`src/rtl/td4_decode_if.sv`:
```
// td4_decode_if: bus between the TD4 decoder and the surrounding CPU.
//   slave  : decoder side. It takes in the PC address, the adder carry and the
//            programming port. It drives the counter LOAD, the immediate,
//            the ALU select, the load strobes, CF and HALTED.
//   master : CPU/datapath side. Every direction is the reverse of slave.
interface td4_decode_if #(
  parameter int unsigned ADDR_W = 4,
  parameter int unsigned IM_W   = 4
);
  logic [ADDR_W-1:0] ADDR;
  logic              ALU_CARRY;
  logic              PROG_EN;
  logic              PROG_WE;
  logic [ADDR_W-1:0] PROG_ADDR;
  logic [4+IM_W-1:0] PROG_DATA;
  logic              PC_LOAD;
  logic [IM_W-1:0]   IM;
  logic [1:0]        SEL;
  logic              LD_A_N;
  logic              LD_B_N;
  logic              LD_OUT_N;
  logic              CF;
  logic              HALTED;

  modport slave (
    input  ADDR, ALU_CARRY, PROG_EN, PROG_WE, PROG_ADDR, PROG_DATA,
    output PC_LOAD, IM, SEL, LD_A_N, LD_B_N, LD_OUT_N, CF, HALTED
  );

  modport master (
    output ADDR, ALU_CARRY, PROG_EN, PROG_WE, PROG_ADDR, PROG_DATA,
    input  PC_LOAD, IM, SEL, LD_A_N, LD_B_N, LD_OUT_N, CF, HALTED
  );
endinterface

```
`src/rtl/td4_decode.sv`:
```
// td4_decode: TD4 program store, instruction decoder and carry flag.
//   CLK, RSTB : clock (rising edge) and async active-low reset
//   bus       : td4_decode_if.slave
//     ADDR        PC value. It is the asynchronous fetch address.
//     ALU_CARRY   adder carry-out. CF captures it at each RUN edge.
//     PROG_*      program-write port. It writes only while in PROG.
//     PC_LOAD     counter LOAD: 1 = increment, 0 = load IM
//     IM, SEL     immediate / jump target, and the ALU source select
//     LD_*_N      active-low load strobes for A, B and OUT
//     CF, HALTED  registered carry flag, and the HALT-state indicator
// Optional: define TD4_HALT_EN to turn opcode 1100 into HLT.
//   When TD4_HALT_EN is undefined, 1100 is a NOP and HALTED stays 0.
// Decode is combinational on ADDR. In PROG the outputs hold PC at 0.
module td4_decode #(
  parameter int unsigned ADDR_W = 4,
  parameter int unsigned IM_W   = 4
) (
  input  logic          CLK,
  input  logic          RSTB,
  td4_decode_if.slave   bus
);

  localparam int unsigned OP_W    = 4;
  localparam int unsigned INSTR_W = OP_W + IM_W;
  localparam int unsigned DEPTH   = 1 << ADDR_W;

  typedef enum logic [1:0] {
    ST_PROG = 2'd0,
    ST_RUN  = 2'd1,
    ST_HALT = 2'd2
  } state_t;

  state_t             state;
  state_t             state_nxt;
  logic [INSTR_W-1:0] mem [DEPTH];
  logic [INSTR_W-1:0] instr;
  logic [OP_W-1:0]    op;
  logic [IM_W-1:0]    imm;
  logic               cf;

  logic               pc_load;
  logic [IM_W-1:0]    im;
  logic [1:0]         sel;
  logic               ld_a_n;
  logic               ld_b_n;
  logic               ld_out_n;
  logic               halted;

  // Asynchronous fetch
  assign instr = mem[bus.ADDR];
  assign op    = instr[INSTR_W-1 -: OP_W];
  assign imm   = instr[IM_W-1:0];

  // State register
  always_ff @(posedge CLK or negedge RSTB) begin
    if (!RSTB) state <= ST_PROG;
    else       state <= state_nxt;
  end

  // Program memory. It has no reset, so a reset keeps the loaded program.
  always_ff @(posedge CLK) begin
    if (state == ST_PROG && bus.PROG_WE) mem[bus.PROG_ADDR] <= bus.PROG_DATA;
  end

  // Carry flag. It is cleared in PROG, tracks the adder in RUN and holds in HALT.
  always_ff @(posedge CLK or negedge RSTB) begin
    if (!RSTB) begin
      cf <= 1'b0;
    end else begin
      case (state)
        ST_RUN:  cf <= bus.ALU_CARRY;
        ST_PROG: cf <= 1'b0;
        default: cf <= cf;
      endcase
    end
  end

  // Next state and decode. The defaults are the PROG outputs, which force PC to 0.
  always_comb begin
    state_nxt = state;
    pc_load   = 1'b0;
    im        = '0;
    sel       = 2'b11;
    ld_a_n    = 1'b1;
    ld_b_n    = 1'b1;
    ld_out_n  = 1'b1;
    halted    = 1'b0;
    case (state)
      ST_PROG: begin
        if (!bus.PROG_EN) state_nxt = ST_RUN;
      end
      ST_RUN: begin
        if (bus.PROG_EN) state_nxt = ST_PROG;
        pc_load = 1'b1;
        im      = imm;
        case (op)
          4'b0000: begin sel = 2'b00; ld_a_n   = 1'b0; end
          4'b0101: begin sel = 2'b01; ld_b_n   = 1'b0; end
          4'b0011: begin sel = 2'b11; ld_a_n   = 1'b0; end
          4'b0111: begin sel = 2'b11; ld_b_n   = 1'b0; end
          4'b0001: begin sel = 2'b01; ld_a_n   = 1'b0; end
          4'b0100: begin sel = 2'b00; ld_b_n   = 1'b0; end
          4'b0010: begin sel = 2'b10; ld_a_n   = 1'b0; end
          4'b0110: begin sel = 2'b10; ld_b_n   = 1'b0; end
          4'b1001: begin sel = 2'b01; ld_out_n = 1'b0; end
          4'b1011: begin sel = 2'b11; ld_out_n = 1'b0; end
          4'b1111: pc_load = 1'b0;
          // JNC: jump only when the previous instruction produced no carry
          4'b1110: pc_load = cf;
`ifdef TD4_HALT_EN
          // HLT: PC reloads its own address. PROG_EN takes priority over HALT.
          4'b1100: begin
            pc_load = 1'b0;
            im      = IM_W'(bus.ADDR);
            if (!bus.PROG_EN) state_nxt = ST_HALT;
          end
`endif
          default: ;
        endcase
      end
      ST_HALT: begin
`ifdef TD4_HALT_EN
        if (bus.PROG_EN) state_nxt = ST_PROG;
        im     = IM_W'(bus.ADDR);
        halted = 1'b1;
`else
        state_nxt = ST_PROG;
`endif
      end
      default: state_nxt = ST_PROG;
    endcase
  end

  assign bus.PC_LOAD  = pc_load;
  assign bus.IM       = im;
  assign bus.SEL      = sel;
  assign bus.LD_A_N   = ld_a_n;
  assign bus.LD_B_N   = ld_b_n;
  assign bus.LD_OUT_N = ld_out_n;
  assign bus.CF       = cf;
  assign bus.HALTED   = halted;

endmodule

```
`src/flat_wrapper.sv`:
```
// flat-port wrapper written by rule: the top's interface ports become plain ports
module td4_decode_flat 
#(
  parameter int unsigned ADDR_W = 4,
  parameter int unsigned IM_W   = 4
)
  (CLK, RSTB, bus_ADDR, bus_ALU_CARRY, bus_PROG_EN, bus_PROG_WE, bus_PROG_ADDR, bus_PROG_DATA, bus_PC_LOAD, bus_IM, bus_SEL, bus_LD_A_N, bus_LD_B_N, bus_LD_OUT_N, bus_CF, bus_HALTED);
  td4_decode_if #(.ADDR_W(ADDR_W), .IM_W(IM_W)) bus_i ();
  input  logic CLK;
  input  logic RSTB;
  input wire logic [$bits(bus_i.ADDR)-1:0] bus_ADDR;
  input wire logic [$bits(bus_i.ALU_CARRY)-1:0] bus_ALU_CARRY;
  input wire logic [$bits(bus_i.PROG_EN)-1:0] bus_PROG_EN;
  input wire logic [$bits(bus_i.PROG_WE)-1:0] bus_PROG_WE;
  input wire logic [$bits(bus_i.PROG_ADDR)-1:0] bus_PROG_ADDR;
  input wire logic [$bits(bus_i.PROG_DATA)-1:0] bus_PROG_DATA;
  output wire logic [$bits(bus_i.PC_LOAD)-1:0] bus_PC_LOAD;
  output wire logic [$bits(bus_i.IM)-1:0] bus_IM;
  output wire logic [$bits(bus_i.SEL)-1:0] bus_SEL;
  output wire logic [$bits(bus_i.LD_A_N)-1:0] bus_LD_A_N;
  output wire logic [$bits(bus_i.LD_B_N)-1:0] bus_LD_B_N;
  output wire logic [$bits(bus_i.LD_OUT_N)-1:0] bus_LD_OUT_N;
  output wire logic [$bits(bus_i.CF)-1:0] bus_CF;
  output wire logic [$bits(bus_i.HALTED)-1:0] bus_HALTED;
  assign bus_i.ADDR = bus_ADDR;
  assign bus_i.ALU_CARRY = bus_ALU_CARRY;
  assign bus_i.PROG_EN = bus_PROG_EN;
  assign bus_i.PROG_WE = bus_PROG_WE;
  assign bus_i.PROG_ADDR = bus_PROG_ADDR;
  assign bus_i.PROG_DATA = bus_PROG_DATA;
  assign bus_PC_LOAD = bus_i.PC_LOAD;
  assign bus_IM = bus_i.IM;
  assign bus_SEL = bus_i.SEL;
  assign bus_LD_A_N = bus_i.LD_A_N;
  assign bus_LD_B_N = bus_i.LD_B_N;
  assign bus_LD_OUT_N = bus_i.LD_OUT_N;
  assign bus_CF = bus_i.CF;
  assign bus_HALTED = bus_i.HALTED;
  td4_decode #(.ADDR_W(ADDR_W), .IM_W(IM_W)) u_core (.CLK(CLK), .RSTB(RSTB), .bus(bus_i));
endmodule
```
`config.mk`:
```
export PLATFORM = sky130hd
export DESIGN_NAME = td4_decode_flat
export DESIGN_NICKNAME = d
export VERILOG_FILES = /design/src/rtl/td4_decode_if.sv /design/src/rtl/td4_decode.sv /design/src/flat_wrapper.sv
export SDC_FILE = /design/constraint.sdc
export NUM_CORES = 1
export LEC_CHECK = 0
export ABC_AREA = 0
export BUFFER_PORTS_ARGS = -buffer_cell sky130_fd_sc_hd__buf_2
export CELL_PAD_IN_SITES_DETAIL_PLACEMENT = 0
export CELL_PAD_IN_SITES_GLOBAL_PLACEMENT = 2
export CORE_MARGIN = 2
export CORE_UTILIZATION = 30
export CTS_BUF_LIST = sky130_fd_sc_hd__clkbuf_16
export DETAILED_ROUTE_END_ITERATION = 6
export PLACE_DENSITY_LB_ADDON = 0.12
export SYNTH_ARGS = -nofsm -noshare
export SYNTH_HDL_FRONTEND = slang
export SYNTH_SLANG_ARGS = --single-unit
```
`constraint.sdc`:
```
create_clock -name CLK -period 5 [get_ports CLK]
set_input_delay 0.25 -clock CLK [delete_from_list [all_inputs] [get_ports CLK]]
set_output_delay 0.25 -clock CLK [all_outputs]
set_load 0.03 [all_outputs]
```
==> results.md, run 1 <==
- Fin Setup TNS: 0 ps
- Grt total ovfl: 0
- Critical-path maximum fanout: 20
- Layout cell share with drive strength beyond 1: 34.2%
- Routed wire per std cell: around 23 um
- Io pins: 33
- # DRC: 0
- Max Freq: 345 MHz
- TritonRoute pass-1 iters: 4
- Avg Cell Area, Syn: 20.5 sq um
- Post-Syn Area: 5160 sq um
- WS Path Type: primary input to primary output
- Core ar.: 16700 sq um
- Routed WL: 12.3 mm
- Antenna Nets Post-Route: 0
- Vias in the first global route: approximately 2700
- Top post-synthesis cells by area: edfxtp_1 75%, mux4_2 15%, nor2_1 1.3%
- Slew Viols, Final: 0
- Die Ht: 135 um
- Unrepaired setup endpoints after global routing: false
- Crit share post-route: between 50% and 60%
- Antenna violations before repair: 0
- DP HPWL: approximately 7.5 mm
- Leak: 2.01 nW
- Clock network power share: 48.5%
- Part of the Yosys area used for sequential elements: about three quarters
- Setup crit start kind: primary input
- Clk Latency, worst-skew pair: 410 ps
- Clock-pin slew on the worst setup and hold paths: approximately 60 ps
- Number of diodes: 0
- Area occupied by multi-input gates: 1170 sq um
- Gr usage total: 14.7%
- Slew margin rel.: between 15 and 20%
- Minimum clock period: 2900 ps
- Reg area: 3890 sq um
- Pwr Density: 418 nW/um^2
- Die area: 18300 sq um
- Fin. Hold Viols: 0
- Root buf cell: clkbuf_16
- Power share of the combinational group: 5.0%
- Post-Syn Instances: 252
- GPL Wtd Cong: approximately 0.69
- Area growth syn-to-layout: 20.7%
- Critical path capture point type: primary output
- Yosys Warn Count: 0
- PostCTS Resize Cnt: 0
- Num CTS Buffers: 17
- First-pass GRT wire length: roughly 18 mm
- Initial core utilization: 30.9%
- Crit path DAT: 2650 ps
- WP data required: 4750 ps
- Synth top area share: about three quarters
- Util after Layout: a little under two fifths
- DRT iter0 DRCs: 217
- Max Cap Viol: 0
- Endpoints failing setup: 0
- # clock sinks: 130
- Buffers on Ports: 31
- Die width: around 140 um
- Vias per cell: around 4.8
- Switching pwr: 0.000557 W
- Hold crit path type: primary input to register
- Reg power frac: 46.5%
- Row cnt: 47
- Internal: between 0.002 and 0.0025 W
- Largest area contributor in the synthesized netlist: edfxtp_1
- Yosys reg bits: 130
- Final #Nets: about 320
- Synthesized net count: 273
- Outcome: completed
- Max clock buf depth: 2
- Peak VDD IR: 0.237 mV
- Slew @ Worst Pin: 1250 ps
- Clock Skews: 4.16 ps
- Pin count of the biggest net entering global routing: 33
- CTS tree: done
- Via count: 2583
- Netlist cell types: 29
- H-tree depth: 4
- Switch share: 21.4%
- Fillers: 1571
## final timing paths
kind | endpoint | slack, ps | depth (start not counted) | start
worst min-delay path | u_core.bus.CF$_DFF_PN0_ | 50 | 2 | bus_ALU_CARRY
max in group asynchronous | u_core.state[0]$_DFFE_PN0P_ | 4720 | 2 | RSTB
worst min register to register | u_core.bus.CF$_DFF_PN0_ | 910 | 1 | u_core.state[0]$_DFFE_PN0P_
worst max register to register | u_core.mem[5][2]$_DFFE_PP_ | 2440 | 4 | u_core.state[0]$_DFFE_PN0P_
worst max-delay path | bus_SEL[1] | 2100 | 8 | bus_ADDR[0]
min in group asynchronous | u_core.bus.CF$_DFF_PN0_ | 160 | 2 | RSTB
## worst max-delay path: stages
cell and delay, ps:
buf_2 440, buf_4 470, mux4_2 550, a22oi_1 220, and3_1 240, and2_1 160, o211ai_1 80, buf_2 220
## layout make-up
type	instances	area share, %
flip-flops and latches	130	62.6
inverters	6	0.362
well taps	220	4.42
clock buffers	17	6.83
multi-input cells	104	18.8
clock inverters	15	2.91
repair buffers	44	4.14
## power by group through the flow
stage                     combinational (W)  clock [W]  sequential (W)
after floorplan                   0.0000832          0         0.00123
after CTS                          0.000135    0.00128         0.00121
after detailed placement           0.000133          0         0.00123
final                              0.000131    0.00126         0.00121
after global placement             0.000133          0         0.00123
after global routing               0.000144    0.00133         0.00121
## cells in the mapped netlist (all sizes together)
cell / instances
o211ai: 5
nand2b: 3
o41a: 1
buf: 10
o311ai: 4
mux4: 34
nor2: 18
edfxtp: 128
a21oi: 1
dfrtp: 2
or3b: 1
clkbuf: 2
and3: 2
nor2b: 3
o21a: 1
nand4b: 1
nand3b: 3
a21boi: 1
a22oi: 4
nor3: 4
conb: 1
and2: 6
nand3: 5
nand2: 5
or3: 1
inv: 6
## cells by family (layout without fill, tap and decap cells)
| kind of cell | count (synthesis) | count (layout) | synth area share [%] |
|---|---|---|---|
| other | 1 | 1 | 0.0727 |
| DFF | 130 | 130 | 75.5 |
| AOI/OAI and AO/OA | 17 | 17 | 2.60 |
| buffers and inverters | 18 | 82 | 1.87 |
| and+or+nand+nor | 52 | 52 | 5.14 |
| muxes | 34 | 34 | 14.8 |
## cell usage in the layout, fill, tap and decap left out, types with 4 or more instances in the layout
cell type / count
buf_2: 31
o311ai_0: 4
o211ai_1: 5
nor2_1: 18
buf_4: 11
mux4_2: 34
inv_1: 6
nor3_1: 4
nand2_1: 5
and2_1: 6
nand3_1: 5
clkinvlp_4: 4
a22oi_1: 4
edfxtp_1: 128
clkbuf_16: 17
## stage by stage
| step | instances | power, W | cell area [sq um] | worst slack, ps | hold WS (ps) |
|---|---|---|---|---|---|
| after floorplan | 252 | 0.00131 | 5160 | 2920 | -45.6 |
| after detailed placement | 502 | 0.00137 | 5600 | 2010 | 53.4 |
| after global routing | 536 | 0.00268 | 6220 | 1830 | 54.6 |
| final | 536 | 0.00260 | 6220 | 2100 | 48.4 |
| after CTS | 536 | 0.00262 | 6220 | 2010 | 32.9 |
| after global placement | 502 | 0.00137 | 5600 | 2010 | 46.9 |
## state kept, by name, indices dropped and copies added (netlist names)
| name | count |
|---|---|
| u_core.bus.CF | 1 |
| u_core.mem | 128 |
| u_core.state | 1 |
## what timing repair did
action / CTS / global route
hold buffers: 2 / 0
hold endpoints to repair: 3 / 0
buffers inserted: 0 / 0
## metal layers
metal	vias to the layer above	GRT usage [%]	wire length, um
met5	-	0	0
li1	1149	-	-
met3	14	4.12	415
met4	0	3.99	141
met1	1374	20.4	5720
met2	46	22.8	5980
No activity file was read; power rests on OpenSTA's default activity.
==> run 2, diff against run 1 <==
Settings changed: ABC_AREA 0 to 1.
Clock period 5 ns to 3 ns, I/O delays scaled along.
==> run 2 against run 1 <==
  * Setup slack lost 1300 ps
  * Global-route usage grew 0.61 points
  * Routed wire length grew 14%
  * Critical path depth grew 5
  * Sequential share of layout area shrank 3.6 points
  * Flip-flop and latch count is the same
  * First-iteration DRC count grew 32%
  * Sequential power grew 67%
  * Hold slack lost 5.8 ps
  * Critical path type unchanged
==> results.md, run 2 <==
- Synthesized net count: 491 (+80%)
- H-tree depth: 4 (unchanged)
- Max reg flops: 128 (unchanged)
- Antenna Nets Post-Route: 0 (unchanged)
- Clock Skews: 3.42 ps (-0.743 ps)
- DP HPWL: 8.65 mm (+15%)
- Fillers: 1767 (+12%)
- Largest area contributor in the synthesized netlist: edfxtp_1
- Register with the most flip-flops: u_core.mem
- Util after Layout: 36.9% (-0.39 points)
- Cell area after layout: 6600 sq um (+6.1%)
- Layout cell share with drive strength beyond 1: 15.8% (-18 points)
- Placed Cells: 724 (+44%)
- GPL Wtd Cong: 0.744 (+8.2%)
- Pwr Density: 710 nW/um^2 (+70%)
- Post-Syn Instances: 470 (+87%)
- Top post-synthesis cells by area: edfxtp_1 71%, nand2_1 6.2%, nor2_1 4.6%
- Crit share post-route: 73.3%
- Number of diodes: 0 (unchanged)
- Power share of the combinational group: 5.7% (+0.7 points)
- Die area: 19300 sq um (+5.4%)
- Setup crit start kind: primary input
- Num CTS Buffers: 17 (unchanged)
- Max Cap Viol: 0 (unchanged)
- EDFF count, synth: 128 (unchanged)
- Count leader, synth: edfxtp_1
- DRT iter0 DRCs: 287 (+32%)
- Area occupied by multi-input gates: 1220 sq um (+4.7%)
- Unrepaired setup endpoints after global routing: false
- Die Ht: 139 um (+2.7%)
- Routed WL: 14.0 mm (+14%)
- Clock network power share: 51.3% (+2.8 points)
- Area growth syn-to-layout: 21.2%
- Die width: 139 um (+2.7%)
- Fin Setup TNS: 0 ps (unchanged)
- Slew @ Worst Pin: 918 ps (-333 ps)
- Endpoints failing setup: 0 (unchanged)
- # DRC: 0 (unchanged)
- Synth Flop Type: edfxtp_1
- Vias per cell: 4.65 (-3.6%)
- RR Startpoint: u_core.state[0]$_DFFE_PN0P_
- Synth cell count leaders: 128 x edfxtp_1, 90 x nand2_1, 67 x nor2_1
- Clock-pin slew on the worst setup and hold paths: 60 ps (about the same)
- Slew Viols, Final: 0 (unchanged)
- Buffers on Ports: 31 (unchanged)
- Core ar.: 17900 sq um (+7.2%)
- Io pins: 33 (unchanged)
- Leak: 2.49 nW (+24%)
- Crit path DAT: 2050 ps (-600 ps)
- Post-Syn Area: 5450 sq um (+5.6%)
- Post-DP Area: 5880 sq um (+5.1%)
- Grt total ovfl: 0 (unchanged)
- Initial core utilization: 30.4% (-0.46 points)
- Root buf cell: clkbuf_16
- WP data required: 2850 ps (-1900 ps)
- Final Non-Filler Cells: 759 (+42%)
- Highest-count cells in the layout ignoring fill and taps: 128 x edfxtp_1, 90 x nand2_1, 67 x nor2_1
- Worst r2r dst: u_core.mem[2][7]$_DFFE_PP_
- Pin count of the biggest net entering global routing: 67 (+100%)
- Max clock buf depth: 2 (unchanged)
- Gr usage total: 15.3% (+0.61 points)
- Max Freq: 455 MHz
- Yosys reg bits: 130 (unchanged)
- Via count: 3526 (+37%)
- Final Total Pwr: 0.00469 W (+80%)
- Critical-path maximum fanout: 23 (+15%)
- R2R Setup Slk: 940 ps (-1500 ps)
- Fin. Hold Viols: 0 (unchanged)
- Peak VDD IR: 0.396 mV (+67%)
- CTS tree: done
- Avg Cell Area, Syn: 11.6 sq um (-43%)
- Netlist cell types: 20 (-31%)
- Synth top area share: 70.6% (-4.0 points)
- Reg area: 3890 sq um (unchanged)
- Part of the Yosys area used for sequential elements: 71.5% (-4.0 points)
- TritonRoute pass-1 iters: 6 (+2)
- Internal: 0.00372 W (+82%)
- Minimum clock period: 2200 ps
- Worst reg2reg path depth: 3 (-1)
- Row cnt: 49 (+4.3%)
- Async SR Flop Fraction: 1.54% (unchanged)
- Vias in the first global route: 3492 (+31%)
- Critical path capture point type: primary output
- Slew margin rel.: 38.5% (+22 points)
- Final #Nets: 538 (+66%)
- Commonest non-fill, non-tap cell in the layout: edfxtp_1
- Antenna violations before repair: 0 (unchanged)
- First-pass GRT wire length: 21.4 mm (+17%)
- Outcome: completed
- Yosys Warn Count: 0 (unchanged)
- # clock sinks: 130 (unchanged)
- Switch share: 20.7% (-0.76 points)
- WS Path Type: primary input to primary output
- Routed wire per std cell: 18.5 um (-19%)
- Hold crit path type: primary input to async pin
- Clk Latency, worst-skew pair: 420 ps (about the same)
- Reg power frac: 43.0% (-3.5 points)
- Switching pwr: 0.000968 W (+74%)
-- run 2: cell count changes after synthesis, sizes merged, moves of 11 or more --
| cell | change |
|---|---|
| mux4 | -34 |
| nand2 | +85 |
| buf | +11 |
| inv | +37 |
| nor2 | +49 |
| o21ai | +37 |
| nand3 | +39 |
-- run 2: layout make-up --
cell class,instances,share of cell area [%]
clock buffers,17,6.44
clock inverters,15,4.00
inverters,43,2.44
multi-input cells,271,18.5
flip-flops and latches,130,59.0
well taps,229,4.34
repair buffers,54,5.27
-- run 2: worst max-delay path, cell delays in order --
cell	delay [ps]
buf_2	110
inv_2	410
buf_4	390
nand2_1	90
nand3_1	80
nand3_1	130
nand3_1	120
nand2_1	120
inv_2	80
nand2_1	50
nand2_1	50
nand3_1	60
buf_2	200
-- run 2: kinds of logic (layout without fill, tap and decap cells) --
group / count (synthesis) / count (layout) / synth area share (%)
buffers and inverters: 69 / 129 / 6.06
flip-flops: 130 / 130 / 71.5
other: 1 / 1 / 0.0688
AND/OR/NAND/NOR: 206 / 206 / 15.5
AO/OA/AOI/OAI: 64 / 64 / 6.91
-- run 2: timing repair --
action	in CTS	in global routing
buffers inserted	0	0
endpoints found under the hold margin	4	0
setup endpoints to repair	0	0
hold buffers	3	0
gates resized for setup	0	0
-- run 2: worst max path at each step --
stage | start | to | cells after the start
after floorplan | u_core.state[0]$_DFFE_PN0P_ | u_core.mem[10][0]$_DFFE_PP_ | 4
final | bus_ADDR[0] | bus_SEL[1] | 13
after global routing | bus_ADDR[0] | bus_PC_LOAD | 12
after detailed placement | bus_ADDR[0] | bus_PC_LOAD | 12
after global placement | bus_ADDR[0] | bus_PC_LOAD | 13
after CTS | bus_ADDR[0] | bus_PC_LOAD | 12
-- run 2: layer usage --
layer / part of all wire (%) / global-route usage (%)
met5: 0 / 0
met4: 1.4 / 5.16
met3: 4.9 / 3.63
met2: 47 / 24.3
met1: 47 / 20.7
-- run 2: power by group through the flow --
| stage | sequential, W | combinational (W) | clock (W) |
|---|---|---|---|
| 4_1_cts | 0.00202 | 0.000276 | 0.00244 |
| 3_5_place_dp | 0.00205 | 0.000272 | 0 |
| 3_3_place_gp | 0.00205 | 0.000270 | 0 |
| 6_report | 0.00202 | 0.000268 | 0.00240 |
| 5_1_grt | 0.00202 | 0.000302 | 0.00252 |
| 2_1_floorplan | 0.00205 | 0.000165 | 0 |
-- run 2: per-stage QoR --
stage,hold slack [ps],worst slack [ps]
floorplan,-146,1390
global placement,-65.2,798
detailed placement,-61.1,776
CTS,31.8,768
global route,49.6,554
finish,42.6,801
